==> src/rtl/pcecd_cmd_collector.sv <==
// pcecd_cmd_collector
// Target-side COMMAND phase byte collector for the PCE CD drive. Runs the
// REQ/ACK handshake, captures the CDB into a small buffer, sizes the CDB from
// the opcode group and holds the finished command until the phase FSM takes it.

module pcecd_cmd_collector #(
    parameter int MAX_CDB = 10
) (
    input  logic       i_clk,
    input  logic       i_rst_n,
    input  logic       i_cmd_phase,
    input  logic       i_bus_rst,
    input  logic       i_ack,
    input  logic [7:0] i_db,
    input  logic       i_cmd_ack,
    input  logic [3:0] i_rd_idx,
    output logic       o_req,
    output logic       o_cmd_valid,
    output logic [7:0] o_opcode,
    output logic [3:0] o_cmd_len,
    output logic       o_bad_opcode,
    output logic [7:0] o_rd_data,
    output logic       o_abort
);

    typedef enum logic [1:0] {
        ST_IDLE   = 2'd0,
        ST_REQ_HI = 2'd1,
        ST_ACK_LO = 2'd2,
        ST_DONE   = 2'd3
    } state_t;

    localparam logic [3:0] LP_MAX    = 4'(MAX_CDB);
    localparam logic [3:0] LP_LEN_6  = 4'd6;
    localparam logic [3:0] LP_LEN_10 = 4'd10;

    // FSM and handshake state
    state_t     r_state;
    state_t     w_next_state;
    logic [3:0] r_count;
    logic [3:0] w_count_nxt;
    logic       r_armed;
    logic       r_req;
    logic       r_cmd_valid;
    logic       r_abort;

    // Captured command
    logic [7:0] r_opcode;
    logic [3:0] r_cmd_len;
    logic       r_bad_opcode;
    logic [3:0] r_exp_len;
    logic       r_exp_bad;
    logic [7:0] r_buf [MAX_CDB];

    // Per-cycle control strobes from the FSM
    logic       w_wr_en;
    logic       w_abort;
    logic       w_done;
    logic       w_release;
    logic       w_disarm;
    logic       w_cut;

    // Opcode group decode of the byte currently on the bus
    logic [3:0] w_grp_len;
    logic       w_grp_bad;

    // Collection is cut short by a bus reset or by leaving COMMAND phase
    assign w_cut = i_bus_rst || !i_cmd_phase;

    // Length class of an opcode: group 0 is 6 bytes, groups 1/2/6 are 10 bytes
    always_comb begin
        // NOTE: every combinational output gets a default first so that no path
        // through the case leaves it unassigned and infers a latch.
        w_grp_len = 4'd0;
        w_grp_bad = 1'b0;
        case (i_db[7:5])
            3'd0:             w_grp_len = LP_LEN_6;
            3'd1, 3'd2, 3'd6: w_grp_len = LP_LEN_10;
            default:          w_grp_bad = 1'b1;
        endcase
    end

    // Next-state and control strobes for the REQ/ACK handshake
    always_comb begin
        w_next_state = r_state;
        w_count_nxt  = r_count;
        w_wr_en      = 1'b0;
        w_abort      = 1'b0;
        w_done       = 1'b0;
        w_release    = 1'b0;
        w_disarm     = 1'b0;
        case (r_state)
            ST_IDLE: begin
                // A bus reset only blocks entry; armed gates re-collection
                if (r_armed && i_cmd_phase && !i_bus_rst) begin
                    w_next_state = ST_REQ_HI;
                    w_count_nxt  = 4'd0;
                end
            end
            ST_REQ_HI: begin
                if (w_cut) begin
                    w_next_state = ST_IDLE;
                    w_count_nxt  = 4'd0;
                    w_abort      = 1'b1;
                end else if (i_ack) begin
                    // ACK may already be high on entry; level-sensitive capture
                    w_wr_en      = 1'b1;
                    w_count_nxt  = (r_count >= LP_MAX) ? r_count : r_count + 4'd1;
                    w_next_state = ST_ACK_LO;
                end
            end
            ST_ACK_LO: begin
                if (w_cut) begin
                    w_next_state = ST_IDLE;
                    w_count_nxt  = 4'd0;
                    w_abort      = 1'b1;
                end else if (!i_ack) begin
                    if (r_exp_bad || (r_count == r_exp_len)) begin
                        w_next_state = ST_DONE;
                        w_done       = 1'b1;
                    end else begin
                        w_next_state = ST_REQ_HI;
                    end
                end
            end
            ST_DONE: begin
                if (i_bus_rst) begin
                    w_next_state = ST_IDLE;
                    w_release    = 1'b1;
                end else if (i_cmd_ack) begin
                    w_next_state = ST_IDLE;
                    w_release    = 1'b1;
                    w_disarm     = 1'b1;
                end
            end
            default: begin
                w_next_state = ST_IDLE;
                w_count_nxt  = 4'd0;
            end
        endcase
    end

    // State register
    always_ff @(posedge i_clk or negedge i_rst_n) begin
        // NOTE: clocked state uses non-blocking assignments so every flop
        // samples pre-edge values regardless of block evaluation order.
        if (!i_rst_n) begin
            r_state <= ST_IDLE;
        end else begin
            r_state <= w_next_state;
        end
    end

    // Byte counter, registered handshake/status strobes and the re-arm flag
    always_ff @(posedge i_clk or negedge i_rst_n) begin
        if (!i_rst_n) begin
            r_count     <= 4'd0;
            r_req       <= 1'b0;
            r_cmd_valid <= 1'b0;
            r_abort     <= 1'b0;
            r_armed     <= 1'b1;
        end else begin
            r_count     <= w_count_nxt;
            r_req       <= (w_next_state == ST_REQ_HI);
            r_cmd_valid <= (w_next_state == ST_DONE);
            r_abort     <= w_abort;
            // Leaving COMMAND phase re-arms; consuming a command disarms
            if (!i_cmd_phase) begin
                r_armed <= 1'b1;
            end else if (w_disarm) begin
                r_armed <= 1'b0;
            end
        end
    end

    // Opcode capture, expected length and the reported command result
    always_ff @(posedge i_clk or negedge i_rst_n) begin
        if (!i_rst_n) begin
            r_opcode     <= 8'h00;
            r_exp_len    <= 4'd0;
            r_exp_bad    <= 1'b0;
            r_cmd_len    <= 4'd0;
            r_bad_opcode <= 1'b0;
        end else begin
            if (w_wr_en && (r_count == 4'd0)) begin
                r_opcode  <= i_db;
                r_exp_len <= w_grp_len;
                r_exp_bad <= w_grp_bad;
            end
            if (w_done) begin
                r_cmd_len    <= r_exp_bad ? 4'd1 : r_count;
                r_bad_opcode <= r_exp_bad;
            end else if (w_release) begin
                r_bad_opcode <= 1'b0;
            end
        end
    end

    // CDB byte buffer; left untouched by aborts
    always_ff @(posedge i_clk or negedge i_rst_n) begin
        // NOTE: this buffer is small and must read back as 0x00 after reset,
        // so it is built from resettable flops rather than a RAM.
        if (!i_rst_n) begin
            for (int i = 0; i < MAX_CDB; i++) begin
                r_buf[i] <= 8'h00;
            end
        end else if (w_wr_en && (r_count < LP_MAX)) begin
            r_buf[r_count] <= i_db;
        end
    end

    assign o_req        = r_req;
    assign o_cmd_valid  = r_cmd_valid;
    assign o_opcode     = r_opcode;
    assign o_cmd_len    = r_cmd_len;
    assign o_bad_opcode = r_bad_opcode;
    assign o_abort      = r_abort;
    assign o_rd_data    = (i_rd_idx < LP_MAX) ? r_buf[i_rd_idx] : 8'h00;

endmodule

==> config.mk <==
export PLATFORM = sky130hd
export DESIGN_NAME = pcecd_cmd_collector
export DESIGN_NICKNAME = d
export VERILOG_FILES = /design/src/rtl/pcecd_cmd_collector.sv
export SDC_FILE = /design/constraint.sdc
export NUM_CORES = 1
export LEC_CHECK = 0
export CORE_MARGIN = 1
export CORE_UTILIZATION = 40
export CTS_BUF_LIST = sky130_fd_sc_hd__clkbuf_8 sky130_fd_sc_hd__clkbuf_16
export DETAILED_ROUTE_END_ITERATION = 16
export RECOVER_POWER = 25
export SLEW_MARGIN = 10
export SYNTH_ARGS = -nofsm -noshare
export SYNTH_HDL_FRONTEND = slang
export SYNTH_SLANG_ARGS = --single-unit
==> constraint.sdc <==
create_clock -name i_clk -period 3.73 [get_ports i_clk]
set_clock_uncertainty 0.05 [all_clocks]
set_input_delay 0.746 -clock i_clk [delete_from_list [all_inputs] [get_ports i_clk]]
set_output_delay 0.746 -clock i_clk [all_outputs]
set_load 0.005 [all_outputs]
== Yosys cells after proc, flatten, opt, wreduce, memory -nomap -nowiden ==
Cells that the tools add are included.
Storage, ports and cells
  logic and storage cells: 105
  bits in registers: 108
  input port bits: 18
  output and inout port bits: 24
Operators by class
  bitwise gates (word level): 2
  eq/ne operators: 14
  add/sub/neg operators: 1
  muxes and demuxes: 43
  reduce and logical (&&, ||, !) cells: 18
  $lt $le $gt $ge: 6
Operators by type and width (count)
  bitwise mux 80 bit: 1
  binary-select mux 8 bit (select 4 bit): 1
  demux 8 bit (select 4 bit): 1
  two-way mux 8 bit: 4
  two-way mux 4 bit: 6
  two-way mux 1 bit: 19
  two-way mux 2 bit: 8
  case mux 4 bit (3 select lines): 1
  >= comparator 5 bit (second input constant): 2
  inverter 4 -> 5 bit: 2
  less-than comparator 4 bit (second input constant): 2
  case mux 2 bit (4 select lines): 1
  case mux 4 bit (2 select lines): 1
  equality test 2 bit (second input constant): 3
  != test 3 bit (second input constant): 2
  logical AND 1 bit: 5
  less-than comparator 5 x 1 -> 1 bit (second input constant): 1
  AND reduction 5 bit: 1
  adder 4 x 1 -> 4 bit (second input constant): 1
  equality test 2 x 1 -> 1 bit (second input constant): 2
  equality test 4 bit: 1
  >= comparator 4 bit (second input constant): 1
  logical NOT 4 bit: 1
  != test 2 bit (second input constant): 2
  other kinds (13): 15

== Depth between registers and ports, before layout ==
  depth in word-level cells: 7
  depth in mapped cells: 8
  gate-level depth less buffers: 6

== Worst setup path before layout ==
OpenSTA, ideal clock, no wires.
  path kind: input-to-output
  start point: input i_rd_idx[0]
  end point: output o_rd_data[0]
  arrival time: 1875 ps
  data required time: 2934 ps
  buffers on the path: 2
  path slack: 1059 ps
  stages on the path: 5
  cell sequence: buf_6 > buf_6 > mux4_2 > a221oi_1 > a21oi_1
On the way
  longest elaborated chain between the ends: 5
Ends and longest elaborated chain
  start: declaration: line 16  | input logic [3:0] i_rd_idx,
  inverter 4 -> 5 bit (implied by the code): line 218  | assign o_rd_data = (i_rd_idx < LP_MAX) ? r_buf[i_rd_idx] : 8'h00;
  binary-select mux 8 bit (select 4 bit): line 218
  two-way mux 8 bit (implied by the code) (2 in series): line 218
  two-way mux 8 bit *: line 218
  end: declaration: line 22  | output logic [7:0] o_rd_data,
Mark *: on every way between the ends. The rest lies on a longest branch, timed or not. The select of a mux whose other input is x is not followed.

== Worst setup path in the final report ==
  start point: input i_rd_idx[0]
  end point: output o_rd_data[7]
Same word-level chain as after synthesis.

==> flow_summary.ini <==
[critical_path]
reg2reg_to = r_buf[5]$_DFFE_PN0P_
crit_type = input pin to output port
slowest_stage = mux4_2
cpMostUsedCell = clkdlybuf4s50_1
endpoint_kind = output port
crit_arrival_ps = 2870
cp_max_fo = 15
worst_r2r_startpoint = r_state[1]$_DFF_PN0_
rr_worst_depth = 5
critical_path_required_ps = 2930
cp_slowest_stage_delay_ps = 540
cp_cell_sequence = clkdlybuf4s50_1 -> buf_12 -> mux4_2 -> a221oi_1 -> a21oi_1 -> clkdlybuf4s50_1
r2r_slack_ps = 1310
critPathLaunchType = input pin

[cts]
postCtsSetupRepairBufs = 0
clk_pin_slew_worst_paths_ps = 60
root_buffer = clkbuf_16
cts_sinks = 107
cts_tree = yes
htreeDepth = 3
holdBufCountCts = 0
clock_latency_ps = 350
ctsResizeCount = 0
numCtsBuffers = 9
clk_path_buf_depth = 2

[logic_synthesis]
yosys_warnings = 0
synthArstFlopShare = 1.00
synth.net_count = 390
synth_cells = 363
synthDistinctLibCells = 49
yosys.area_share.simple = 0.0725
synthXorXnorAreaFrac = 0.00509
synthesis.area_um2 = 5160
synth_area_leader_cell = dfrtp_1
synth_top_family_by_area = multiplexers
syn_area_per_cell_um2 = 14.2
ys_ff_latch = 107
synth-adder-area-share = 0.0218
synth_top_cell_area_share = 0.514
synthTopCellsByArea = dfrtp_1, mux2_2, mux4_2, ha_1, a221oi_1
synth_edf_count = 0
synthMuxAreaShare = 0.295
synth_compound_area_frac = 0.0567
synthFlopType = dfrtp_1
synth_seq_area_share = 0.519

[sta]
worst_slack_ps = 62.4
worstMarginPinSlew_ps = 1730
fin_crit_ps = 3670
drv_slew = 70
setup_viol = 0
finalCritPeriodShare = 0.983
holdWs_ps = 426
rsz0062_at_grt = true
hold_viol_final = 0
fmax_ghz = 0.273
slew_headroom = -0.151

[finish]
n_antenna_cell = 0
nets = 429
utilization = 0.480
drive_gt1_frac = 0.384
syn_to_final_growth_pct = 17.4
fill_cells = 1145

[pwr]
vdd_drop_max_mv = 0.349
switchingPower_uw = 743
switching_share = 0.249
power.clock.fraction = 0.337
seqPwrFrac = 0.474
powerDensity_nw_per_um2 = 492
p_leak_uw = 0.00285
comb_power_share = 0.190
intPower_uw = 2240

[drt]
num_vias = 3089
route.detailed.drc = 0
firstDrtPassIters = 4
wl_per_cell_um = 18.6
vias_per_cell = 5.34
antenna_left = 0
dr.first_iter.drc_count = 103
wl_mm = 10.8

[grt]
grt_pass1_wl_mm = 17.5
grt_pass1_vias = 3179
antenna_found_initial = 0
grt_usage = 0.180
grt_max_degree = 70
grt_overflow = 0

[placement]
gp_congestion = 0.814
numPortBuffers = 41
place_ws_ps = 26.5
dp_hpwl_mm = 7.35

[floorplanning]
io_pins = 42
rows = 41
initial_core_util = 0.409
die_h_um = 116
chipWidth_um = 116
die_area_um2 = 13400
core_um2 = 12600

[outcome]
status = finished with violations
violations = max-capacitance violations, max-slew violations

[min_path]
holdCritStartpoint = r_armed$_DFFE_PN1P_
min_to = r_armed$_DFFE_PN1P_
hold_depth = 2
hp-class = flop to flop

[run]
max_cap_viol_count = 1
## Yosys cell counts (5+ instances only)
library cell / instances
mux2_2: 97
dfrtp_1: 106
nor2b_1: 5
a21oi_1: 12
ha_1: 9
clkbuf_1: 10
a221oi_1: 8
inv_1: 8
nand3_2: 5
nand2_1: 15
mux4_2: 16
nor2_1: 8
buf_6: 5
## layout by cell type, fill, tap and decap left out, types with 2 or more instances in the layout
cell,count
mux2_2,97
xor2_1,3
nand3_2,5
nand3_1,3
clkdlybuf4s50_1,40
and2_1,2
o211ai_1,2
a21oi_1,12
mux4_2,16
mux2_4,4
nand2_4,2
buf_4,5
nand4_2,2
inv_1,11
clkbuf_16,9
nand3b_1,3
nor2b_1,5
dfrtp_1,106
a221oi_1,7
and4b_1,3
bufinv_16,2
nor2_1,7
ha_1,9
a31oi_1,4
buf_12,2
nand2_1,15
o21ai_0,4
## area by class of cell
type | count | area (um2) | share of cell area
inverters | 9 | 33.8 | 0.00558
flip-flops and latches | 107 | 2680 | 0.442
clock buffers | 10 | 239 | 0.0394
well taps | 172 | 215 | 0.0355
clock inverters | 5 | 71.3 | 0.0118
multi-input cells | 227 | 2340 | 0.386
repair buffers | 48 | 483 | 0.0797
## logic make-up (layout without fill, tap and decap cells)
group | Yosys count | in the layout
mux | 118 | 118
flops | 107 | 107
simple gates | 56 | 56
compound gates | 41 | 41
buf+inv | 29 | 72
fa+ha+maj | 9 | 9
xor+xnor | 3 | 3
## sequential cells by signal (all words and copies together) (netlist names)
register,flops
r_state,2
o_bad_opcode,1
o_cmd_len,4
r_buf,80
o_opcode,8
r_armed,1
o_req,1
o_abort,1
o_cmd_valid,1
r_count,4
r_exp_len,3
r_exp_bad,1
## power by group through the flow
stage          clock, uW  sequential, uW  combinational (uW)
6_report            1000            1410                 566
5_1_grt             1080            1430                 624
4_1_cts             1040            1420                 576
3_5_place_dp           0            1440                 573
3_3_place_gp           0            1430                 565
2_1_floorplan          0            1400                 341
## per-stage QoR
| stage | setup TNS (ps) | std cells | area (um2) | total power (uW) |
|---|---|---|---|---|
| floorplan | 0 | 363 | 5160 | 1750 |
| global placement | 0 | 563 | 5740 | 2000 |
| detailed placement | 0 | 563 | 5740 | 2010 |
| CTS | 0 | 578 | 6050 | 3030 |
| global route | -114 | 578 | 6060 | 3140 |
| finish | 0 | 578 | 6060 | 2980 |
## routing by layer
metal | up-vias | track usage | share of wire
met5 | - | 0 | 0
met4 | 0 | 0.0848 | 0.017
met3 | 11 | 0.0324 | 0.033
met2 | 63 | 0.295 | 0.51
met1 | 1594 | 0.231 | 0.44
li1 | 1421 | - | -
## worst max-delay path, delay by kind of cell
kind | cells | cell delay [ps]
buffers and inverters | 3 | 1150
multiplexers | 1 | 540
AO/OA/AOI/OAI | 2 | 430
## worst max-delay path by stage
| stage | from | end | slack [ps] | cells past startpoint |
|---|---|---|---|---|
| floorplan | i_rd_idx[0] | o_rd_data[0] | 1060 | 5 |
| global placement | i_rd_idx[0] | o_rd_data[4] | 20 | 6 |
| detailed placement | i_rd_idx[0] | o_rd_data[4] | 30 | 6 |
| CTS | i_rd_idx[0] | o_rd_data[4] | 30 | 6 |
| global route | i_rd_idx[0] | o_rd_data[6] | -40 | 6 |
| finish | i_rd_idx[0] | o_rd_data[7] | 60 | 6 |
(Power assumes the default switching activity.)
